**src/rtl/imm_ext_pkg.sv**
```systemverilog
// imm_ext_pkg: extension mode encodings shared by the immediate extender and its bench.
package imm_ext_pkg;
    localparam int MODE_W = 2;
    typedef enum logic [MODE_W-1:0] {
        SEXT      = 2'b00,
        ZEXT      = 2'b01,
        SEXT_SHL1 = 2'b10,
        UPPER     = 2'b11
    } imm_mode_t;
endpackage

```
**src/rtl/imm_ext_skid.sv**
```systemverilog
// imm_ext_skid: valid/ready output buffer; 2-entry skid with registered in_ready when
// IMM_EXTENDER_SKID_EN is defined, otherwise a single pass-through-ready register.
module imm_ext_skid #(
    parameter int W = 18
) (
    input  logic         clk,
    input  logic         rst_n,
    input  logic         in_valid,
    output logic         in_ready,
    input  logic [W-1:0] in_data,
    output logic         out_valid,
    input  logic         out_ready,
    output logic [W-1:0] out_data
);
    logic push;
    logic pop;
    assign push = in_valid && in_ready;
    assign pop  = out_valid && out_ready;
`ifdef IMM_EXTENDER_SKID_EN
    logic         skid_valid;
    logic [W-1:0] skid_data;
    // ready depends only on state, so out_ready never reaches in_ready combinationally
    assign in_ready = rst_n && !skid_valid;
    always_ff @(posedge clk) begin
        if (!rst_n) begin
            out_valid  <= 1'b0;
            out_data   <= '0;
            skid_valid <= 1'b0;
            skid_data  <= '0;
        end else if (skid_valid) begin
            if (pop) begin
                out_data   <= skid_data;
                skid_valid <= 1'b0;
            end
        end else if (push) begin
            if (!out_valid || pop) begin
                out_data  <= in_data;
                out_valid <= 1'b1;
            end else begin
                skid_data  <= in_data;
                skid_valid <= 1'b1;
            end
        end else if (pop) begin
            out_valid <= 1'b0;
        end
    end
`else
    assign in_ready = rst_n && (!out_valid || out_ready);
    always_ff @(posedge clk) begin
        if (!rst_n) begin
            out_valid <= 1'b0;
            out_data  <= '0;
        end else if (push) begin
            out_data  <= in_data;
            out_valid <= 1'b1;
        end else if (pop) begin
            out_valid <= 1'b0;
        end
    end
`endif
endmodule

```
**src/rtl/imm_extender.sv**
```systemverilog
// imm_extender: registered immediate sign/zero/shift/upper extender with valid/ready flow.
// Define IMM_EXTENDER_SKID_EN for a 2-entry skid buffer with registered in_ready.
module imm_extender
    import imm_ext_pkg::*;
#(
    parameter int IN_W  = 4,
    parameter int OUT_W = 16
) (
    input  logic              clk,
    input  logic              rst_n,
    input  logic              in_valid,
    output logic              in_ready,
    input  logic [IN_W-1:0]   in_data,
    input  logic [MODE_W-1:0] in_mode,
    output logic              out_valid,
    input  logic              out_ready,
    output logic [OUT_W-1:0]  out_data,
    output logic [MODE_W-1:0] out_mode
);
    localparam int PW = OUT_W + MODE_W;
    if (IN_W > OUT_W) begin : g_bad_width
        $error("imm_extender: IN_W must not exceed OUT_W");
    end
    imm_mode_t        mode;
    logic [OUT_W-1:0] sext;
    logic [OUT_W-1:0] zext;
    logic [OUT_W-1:0] ext;
    logic [PW-1:0]    payload;
    assign mode = imm_mode_t'(in_mode);
    // size casts keep the IN_W == OUT_W case free of zero-width replications
    assign sext = OUT_W'($signed(in_data));
    assign zext = OUT_W'(in_data);
    always_comb begin
        ext = mode == SEXT      ? sext :
              mode == ZEXT      ? zext :
              mode == SEXT_SHL1 ? sext << 1 :
                                  zext << (OUT_W - IN_W);
    end
    assign payload = {in_mode, ext};
    logic [PW-1:0] held;
    imm_ext_skid #(.W(PW)) u_skid (
        .clk      (clk),
        .rst_n    (rst_n),
        .in_valid (in_valid),
        .in_ready (in_ready),
        .in_data  (payload),
        .out_valid(out_valid),
        .out_ready(out_ready),
        .out_data (held)
    );
    assign out_data = held[OUT_W-1:0];
    assign out_mode = held[PW-1:OUT_W];
endmodule

```
**config.mk**
```make
export PLATFORM = sky130hd
export DESIGN_NAME = imm_extender
export DESIGN_NICKNAME = d
export VERILOG_FILES = /design/src/rtl/imm_ext_pkg.sv /design/src/rtl/imm_ext_skid.sv /design/src/rtl/imm_extender.sv
export SDC_FILE = /design/constraint.sdc
export NUM_CORES = 1
export LEC_CHECK = 0
export CORE_MARGIN = 2
export CORE_UTILIZATION = 37
export DETAILED_ROUTE_END_ITERATION = 6
export PLACE_DENSITY = 0.76
export SLEW_MARGIN = 20
export SYNTH_ARGS = -nofsm -noshare
export SYNTH_HDL_FRONTEND = slang
export SYNTH_SLANG_ARGS = --single-unit
```
**constraint.sdc**
```tcl
create_clock -name clk -period 1.24 [get_ports clk]
set_input_delay 0.124 -clock clk [delete_from_list [all_inputs] [get_ports clk]]
set_output_delay 0.124 -clock clk [all_outputs]
set_load 0.01 [all_outputs]
```
==> implementation parameters, run 1 <==
Parameter                              Value

Synth
  Syn. warnings    0
  Synth Cell Area    around 570 sq um
  Register bit count reported by yosys    12
  Cell accounting for the most synthesized area    dfxtp_1
  Sequential fraction of the synthesis area    41.92%
  Top cells by area in the synthesized netlist    dfxtp_1 (42%), buf_4 (9.2%), a21oi_1 (5.2%)
  Number of library cell types mapped by synthesis    21
  Area share of the largest cell type after synthesis    41.92%
  Avg Synthesized Cell Area    between 8 and 9 sq um
  Syn Nets    75
  Post-Syn Instances    65

Place
  Port-buffer cells    29
  Worst setup slack after placement    -0.2971 ns
  DP Area    ~930 sq um
  Placer Congestion    0.7823
  Detailed-placement wirelength estimate    between 1000 and 1500 microns

Timing
  Worst Max-Slew Pin Slew    between 0.2 and 0.3 ns
  Final Hold Slack    about 0.46 ns
  Highest clock frequency the design can meet    between 800 and 900 MHz
  Final hold vios    0
  Final count of negative-setup-slack endpoints    0
  Final count of pins violating max slew    0
  Final worst path period share    between 90% and 100%
  Worst-case setup margin in the final layout    roughly 0.049 ns
  Slew Limit Headroom    just over 80%
  Minimum clock period    around 1.2 ns
  Setup Skew    ~0.0026 ns

Worst setup path
  Worst flop-to-flop path startpoint    u_skid.out_valid
  R2R Setup Slk    a little under 0.05 ns
  Max FO, Critical Path    3
  Worst setup EP type    flip-flop
  Critical path startpoint category    flip-flop
  Category of the most critical setup path    reg2reg
  Arrival time at the worst endpoint    between 1 and 1.5 ns
  Worst R2R End    u_skid.out_data[14]
  WP data required    about 1.4 ns
  Cell count of the worst reg-to-reg path    5

Worst hold path
  End of the worst hold path    u_skid.out_data[17]
  Cell count of the worst hold path    2
  Critical hold path startpoint    u_skid.out_data[17]
  Hold crit path type    reg2reg

Clock network
  Number of CTS-inserted buffers    3
  Clock tree sinks    12
  Hold Buf Count CTS    0
  Maximum clock insertion buffer count    2
  Clock edge transition at the registers on the reported setup and hold paths    ~0.070 ns
  TritonCTS clock tree    built
  Root buffer selected by CTS    clkbuf_4
  Setup fix buffers added after clock tree synthesis    0
  H-tree lvl count    1
  Clock network latency to the later pin of the worst-skew pair    roughly 0.27 ns

Finish
  Fraction of final layout cells with drive strength greater than 1    between 20% and 30%
  Final Net Count    about 120
  Growth of design area from synthesis to finish    62.66%
  Antenna diode instance count    0
  Post-route cell area    932.1 sq um
  Finished Core Util    63.35%

Floorplanning
  Ports placed on the boundary    30
  Floorplan die area    between 1500 and 2000 sq um
  Initial cell density of the core    between 30% and 40%
  X dimension of the die    43.36 microns
  Core area    between 1000 and 1500 sq um
  Number of rows created at floorplan    14
  DIE HEIGHT    around 43 microns

Power
  Maximum vdd drop    between 500 and 600 uV
  Total power after layout    about 0.85 mW
  Leakage power summed over all cells    0.4713 nW
  Pwr per Cell Area    approximately 900 nW/um^2

Route
  First-pass detailed-route iteration total    4
  Overall via count from detail_route    612
  Wirelength, routed    about 1500 microns
  Drt wl/cell    12.92 microns
  Count of nets left with antenna violations after detail routing    0
  Number of vias per cell after detailed routing    around 5
  Iteration-0 DRC Markers    10
  Post-detailed-route DRC marker count    0

Outcome
  Outcome    completed

GRT
  Most used routing layer in global routing    met2
  Met1 GRT Util    a little under a quarter
  Wire length of the first global-routing pass    around 2400 microns
  Fraction of met3 tracks used by global routing    between 2 and 3%
  Global route overflow    0
  Initial antenna violation count    0
  Via count of the first global-routing pass    between 500 and 600
  Maximum number of pins on one net before global-route repair    10
  Met2 Resource Use GR    between 20% and 30%
  Overall track demand over capacity in global routing    ~17%

Flow run
  Maximum capacitance violations    0
[registers in the layout, summed over array words and instances, names as in the netlist]
register and cells:
u_skid.out_data 11, u_skid.out_valid 1
[cell usage after synthesis]
cell type / n
o21a_1: 1
a311oi_1: 3
buf_6: 1
and2_4: 1
buf_2: 2
a221o_1: 3
inv_1: 2
a21oi_1: 6
dfxtp_1: 12
buf_4: 7
nand2_1: 4
and2b_1: 1
nand2b_1: 4
nand3_1: 5
o21ai_0: 4
nor2_1: 4
nand4b_1: 1
a21boi_0: 1
nor3_1: 1
o2111ai_1: 1
and4_4: 1
[worst max path at each step]
stage / start / to / slack, ns
CTS: out_ready / u_skid.out_data[12] / 0.004
finish: u_skid.out_valid / u_skid.out_data[14] / 0.05
floorplan: u_skid.out_valid / u_skid.out_data[12] / 0.11
global route: u_skid.out_valid / u_skid.out_data[14] / -0.01
detailed placement: out_ready / in_ready / -0.30
global placement: out_ready / in_ready / -0.27
[power breakdown]
group	total [mW]	leakage [nW]	internal, mW	switching [mW]
combinational	0.199	0.358	0.111	0.0878
clock	0.231	0.0138	0.112	0.119
sequential	0.420	0.0992	0.409	0.0112
[layout make-up]
type / instances / area [sq um]
Timing Repair Buffer: 45 / 387.9
Fill cell: 144 / 539.3
Sequential cell: 12 / 242.7
Multi-Input combinational cell: 41 / 251.5
Clock buffer: 3 / 22.52
Tap cell: 16 / 20.02
Inverter: 2 / 7.507
[what timing repair did]
action | CTS | global route
gates resized for setup | 23 | 4
endpoints found under the setup margin | 20 | 5
gates cloned | 0 | 0
pin swaps | 0 | 2
[per-stage QoR]
step | TNS, ns | std cells
after global placement | -1.858 | 116
final | 0 | 119
after CTS | 0 | 119
after floorplan | 0 | 65
after detailed placement | -2.267 | 116
after global routing | -0.009716 | 119
[routing by layer]
| metal | share of wire (%) | wire, microns | vias up |
|---|---|---|---|
| li1 | - | - | 304 |
| met1 | 44 | 672 | 271 |
| met2 | 48 | 736 | 31 |
| met3 | 6.3 | 97 | 6 |
| met4 | 2.0 | 31 | 0 |
| met5 | 0 | 0 | - |
[worst max-delay path, stage by stage (launching register included)]
cell and delay [ns]:
dfxtp_2 0.32, and2b_1 0.15, buf_6 0.11, nor3_1 0.04, buf_4 0.13, a221o_1 0.33
[cell usage in the layout, fill, tap and decap left out, types with 3 or more instances in the layout]
cell type,synthesis,final
dfxtp_1,12,10
buf_4,7,15
a221o_1,3,3
nand2_1,4,4
clkbuf_4,0,3
clkdlybuf4s50_1,0,8
dlygate4sd2_1,0,19
a21oi_1,6,6
o21ai_0,4,4
nor2_1,4,4
nand3_1,5,5
nand2b_1,4,4
a311oi_1,3,3
[cell families (layout without fill, tap and decap cells)]
| group | Yosys count | count (layout) | synth area share (%) |
|---|---|---|---|
| AO/OA/AOI/OAI | 19 | 19 | 22.71 |
| buffers and inverters | 12 | 50 | 14.19 |
| flip-flops | 12 | 12 | 41.92 |
| AND/OR/NAND/NOR | 22 | 22 | 21.18 |
No activity file was read; power rests on OpenSTA's default activity.
==> run 2, diff against run 1 <==
--- a/config.mk
+++ b/config.mk
@@ -5,10 +5,12 @@
 export SDC_FILE = /design/constraint.sdc
 export NUM_CORES = 1
 export LEC_CHECK = 0
+export CELL_PAD_IN_SITES_DETAIL_PLACEMENT = 0
+export CELL_PAD_IN_SITES_GLOBAL_PLACEMENT = 2
 export CORE_MARGIN = 2
-export CORE_UTILIZATION = 37
+export CORE_UTILIZATION = 20
 export DETAILED_ROUTE_END_ITERATION = 6
-export PLACE_DENSITY = 0.76
+export PLACE_DENSITY_LB_ADDON = 0.1
 export SLEW_MARGIN = 20
 export SYNTH_ARGS = -nofsm -noshare
 export SYNTH_HDL_FRONTEND = slang
==> run 2 against run 1 <==
  * Die area is 76% higher
  * Sequential cell count unchanged
  * Sequential share of layout area hardly changed
  * Highest routed layer unchanged
  * Routed wire length grew 1.6%
  * Combinational power decreased by 3%
  * Worst hold slack lost 0.0057 ns
  * Final cell count is 11% higher
  * Global-route usage shrank 7.2 points
  * Final area grew 0.13%
==> implementation parameters, run 2 (same netlist as run 1, synthesis figures left out) <==
Parameter                              Value

Outcome
  Outcome    completed

Timing
  Slew Limit Headroom    81.79% (-0.98 points)
  Worst-case setup margin in the final layout    0.04051 ns (-0.008181 ns)
  Highest clock frequency the design can meet    833.7 MHz (-0.68%)
  Final Hold Slack    0.4582 ns (-0.005658 ns)
  Final hold vios    0 (unchanged)
  Minimum clock period    1.199 ns (+0.008181 ns)
  Final count of pins violating max slew    0 (unchanged)
  Setup Skew    0.004375 ns (+0.001759 ns)
  Final worst path period share    96.73% (+0.66 points)
  Final count of negative-setup-slack endpoints    0 (unchanged)
  Worst Max-Slew Pin Slew    0.2731 ns (+0.01465 ns)

Finish
  Commonest non-fill, non-tap cells in the layout    dlygate4sd2_1 (19), buf_4 (13), dfxtp_1 (10)
  Final Net Count    113 (-1.7%)
  Number of flip-flops under the largest register name    11 (unchanged)
  Fraction of final layout cells with drive strength greater than 1    21.78% (-1.5 points)
  Growth of design area from synthesis to finish    62.88%
  Antenna diode instance count    0 (unchanged)
  Regs by FF count    u_skid.out_data: 11 flops, u_skid.out_valid: 1 flops
  Most common library cell in the layout ignoring fill and taps    dlygate4sd2_1
  Fill cells    293 (+100%)
  Most flops, register    u_skid.out_data

Place
  Detailed-placement wirelength estimate    1236 microns (+3.1%)
  Port-buffer cells    29 (unchanged)
  Worst setup slack after placement    -0.2903 ns (+0.006796 ns)
  Placer Congestion    0.6989 (-11%)

Clock network
  Setup fix buffers added after clock tree synthesis    0 (unchanged)
  TritonCTS clock tree    built
  Hold Buf Count CTS    0 (unchanged)
  Number of CTS-inserted buffers    3 (unchanged)
  Maximum clock insertion buffer count    2 (unchanged)
  H-tree lvl count    1 (unchanged)
  Clock tree sinks    12 (unchanged)
  Clock network latency to the later pin of the worst-skew pair    0.28 ns (about the same)
  Clock edge transition at the registers on the reported setup and hold paths    0.08 ns (about the same)
  Root buffer selected by CTS    clkbuf_4

Route
  Iteration-0 DRC Markers    9 (-1)
  Wirelength, routed    1563 microns (+1.6%)
  Count of nets left with antenna violations after detail routing    0 (unchanged)
  Post-detailed-route DRC marker count    0 (unchanged)
  Number of vias per cell after detailed routing    4.439 (-14%)
  Overall via count from detail_route    586 (-4.2%)
  First-pass detailed-route iteration total    4 (unchanged)
  Drt wl/cell    11.84 microns (-8.4%)

GRT
  Overall track demand over capacity in global routing    10.13% (-7.2 points)
  Via count of the first global-routing pass    539 (-1.1%)
  Initial antenna violation count    0 (unchanged)
  Wire length of the first global-routing pass    2553 microns (+6.3%)
  Maximum number of pins on one net before global-route repair    10 (unchanged)
  Global route overflow    0 (unchanged)

Power
  Pwr per Cell Area    930.0 nW/um^2 (+2.0%)
  Maximum vdd drop    427.6 uV (-28%)
  Leakage power summed over all cells    0.4526 nW (-4.0%)

Worst setup path
  Maximum single-stage delay on the critical path    0.41 ns (+0.08 ns)
  Arrival time at the worst endpoint    1.36 ns (about the same)
  Capture point of the critical path    u_skid.out_data[14]
  WP depth    6 (+1)
  Worst Setup SP    out_ready
  Critical path startpoint category    primary input
  Worst setup EP type    flip-flop
  Max FO, Critical Path    5 (+2)
  Dominant delay contributor by cell family on the critical path    buffers and inverters
  Worst flop-to-flop path startpoint    u_skid.out_valid
  Worst R2R End    u_skid.out_data[14]
  Worst Path Buf+Inv    3 (+1)
  WP data required    1.41 ns (about the same)
  R2R Setup Slk    0.04 ns (about the same)
  Critical Path Slowest Stage Cell    clkdlybuf4s50_1
  Cells along the critical path    clkdlybuf4s50_1 -> and2b_1 -> buf_6 -> nor3_1 -> buf_4 -> a221o_1
  Category of the most critical setup path    in2reg
  Cell count of the worst reg-to-reg path    5 (unchanged)

Floorplanning
  Initial cell density of the core    20.96% (-18 points)
  X dimension of the die    57.53 microns (+33%)
  DIE HEIGHT    57.53 microns (+33%)
  Ports placed on the boundary    30 (unchanged)
  Floorplan die area    3310 sq um (+76%)
  Core area    2734 sq um (+86%)
  Number of rows created at floorplan    19 (+5)

Worst hold path
  Cell count of the worst hold path    2 (unchanged)
  Hold crit path type    reg2reg

Flow run
  Maximum capacitance violations    0 (unchanged)
==> run 2: changes by cell type in the layout (fill, tap and decap cells not counted) <==
cell / delta
buf_2: -1
clkdlybuf4s50_1: +1
dlymetal6s2s_1: -1
buf_4: -2
clkbuf_2: +1
==> run 2: layout make-up <==
type | count | area, sq um | area share (%)
timing repair buffer | 43 | 370.4 | 39.68
multi-input combinational | 41 | 251.5 | 26.94
sequential | 12 | 242.7 | 26.01
tap | 31 | 38.79 | 4.155
clock buffer | 3 | 22.52 | 2.413
inverter | 2 | 7.507 | 0.8043
==> run 2: how the worst min path moves through the flow <==
stage	end	slack [ns]	from
floorplan	u_skid.out_data[11]	0.24	rst_n
finish	u_skid.out_data[15]	0.46	u_skid.out_data[15]
global placement	u_skid.out_data[15]	0.45	u_skid.out_data[15]
detailed placement	u_skid.out_data[15]	0.45	u_skid.out_data[15]
global route	u_skid.out_data[15]	0.48	u_skid.out_data[15]
CTS	u_skid.out_data[15]	0.47	u_skid.out_data[15]
==> run 2: repair_timing <==
action / in CTS / in global routing
endpoints found under the setup margin: 22 / 4
gates cloned: 0 / 0
gates resized for setup: 23 / 2
pin swaps: 0 / 3
==> run 2: power by group <==
group	leakage, nW	switching [mW]	internal [mW]	total (mW)
clock	0.0138	0.143	0.113	0.256
combinational	0.340	0.0852	0.108	0.194
sequential	0.0992	0.0106	0.408	0.419
total	0.453	0.239	0.629	0.868
==> run 2: per-layer routing <==
metal | part of all wire, % | wire, microns | GRT usage, % | vias up
met5 | 0 | 0 | 0 | -
met4 | 1.2 | 19 | 4.983 | 0
met3 | 7.2 | 112 | 3.175 | 2
met2 | 42 | 656 | 14.29 | 22
met1 | 50 | 774 | 13.87 | 260
li1 | - | - | - | 302
==> run 2: stage by stage <==
| stage | total power [mW] | instance area, sq um | setup TNS, ns | cells | util, % |
|---|---|---|---|---|---|
| CTS | 0.8765 | 934.6 | 0 | 132 | 34.19 |
| floorplan | 0.5158 | 573.1 | 0 | 65 | - |
| global placement | 0.6474 | 933.4 | -2.040 | 129 | 34.14 |
| detailed placement | 0.6461 | 933.4 | -2.084 | 129 | 34.14 |
| global route | 0.9234 | 933.4 | -0.002439 | 132 | 34.14 |
| finish | 0.8680 | 933.4 | 0 | 132 | 34.14 |
==> run 2: worst min-delay path, delay by kind of cell, from the launching register on <==
kind             cells  cell delay (ns)
flip-flops           1             0.31
AO/OA/AOI/OAI        1             0.06
AND/OR/NAND/NOR      1             0.05
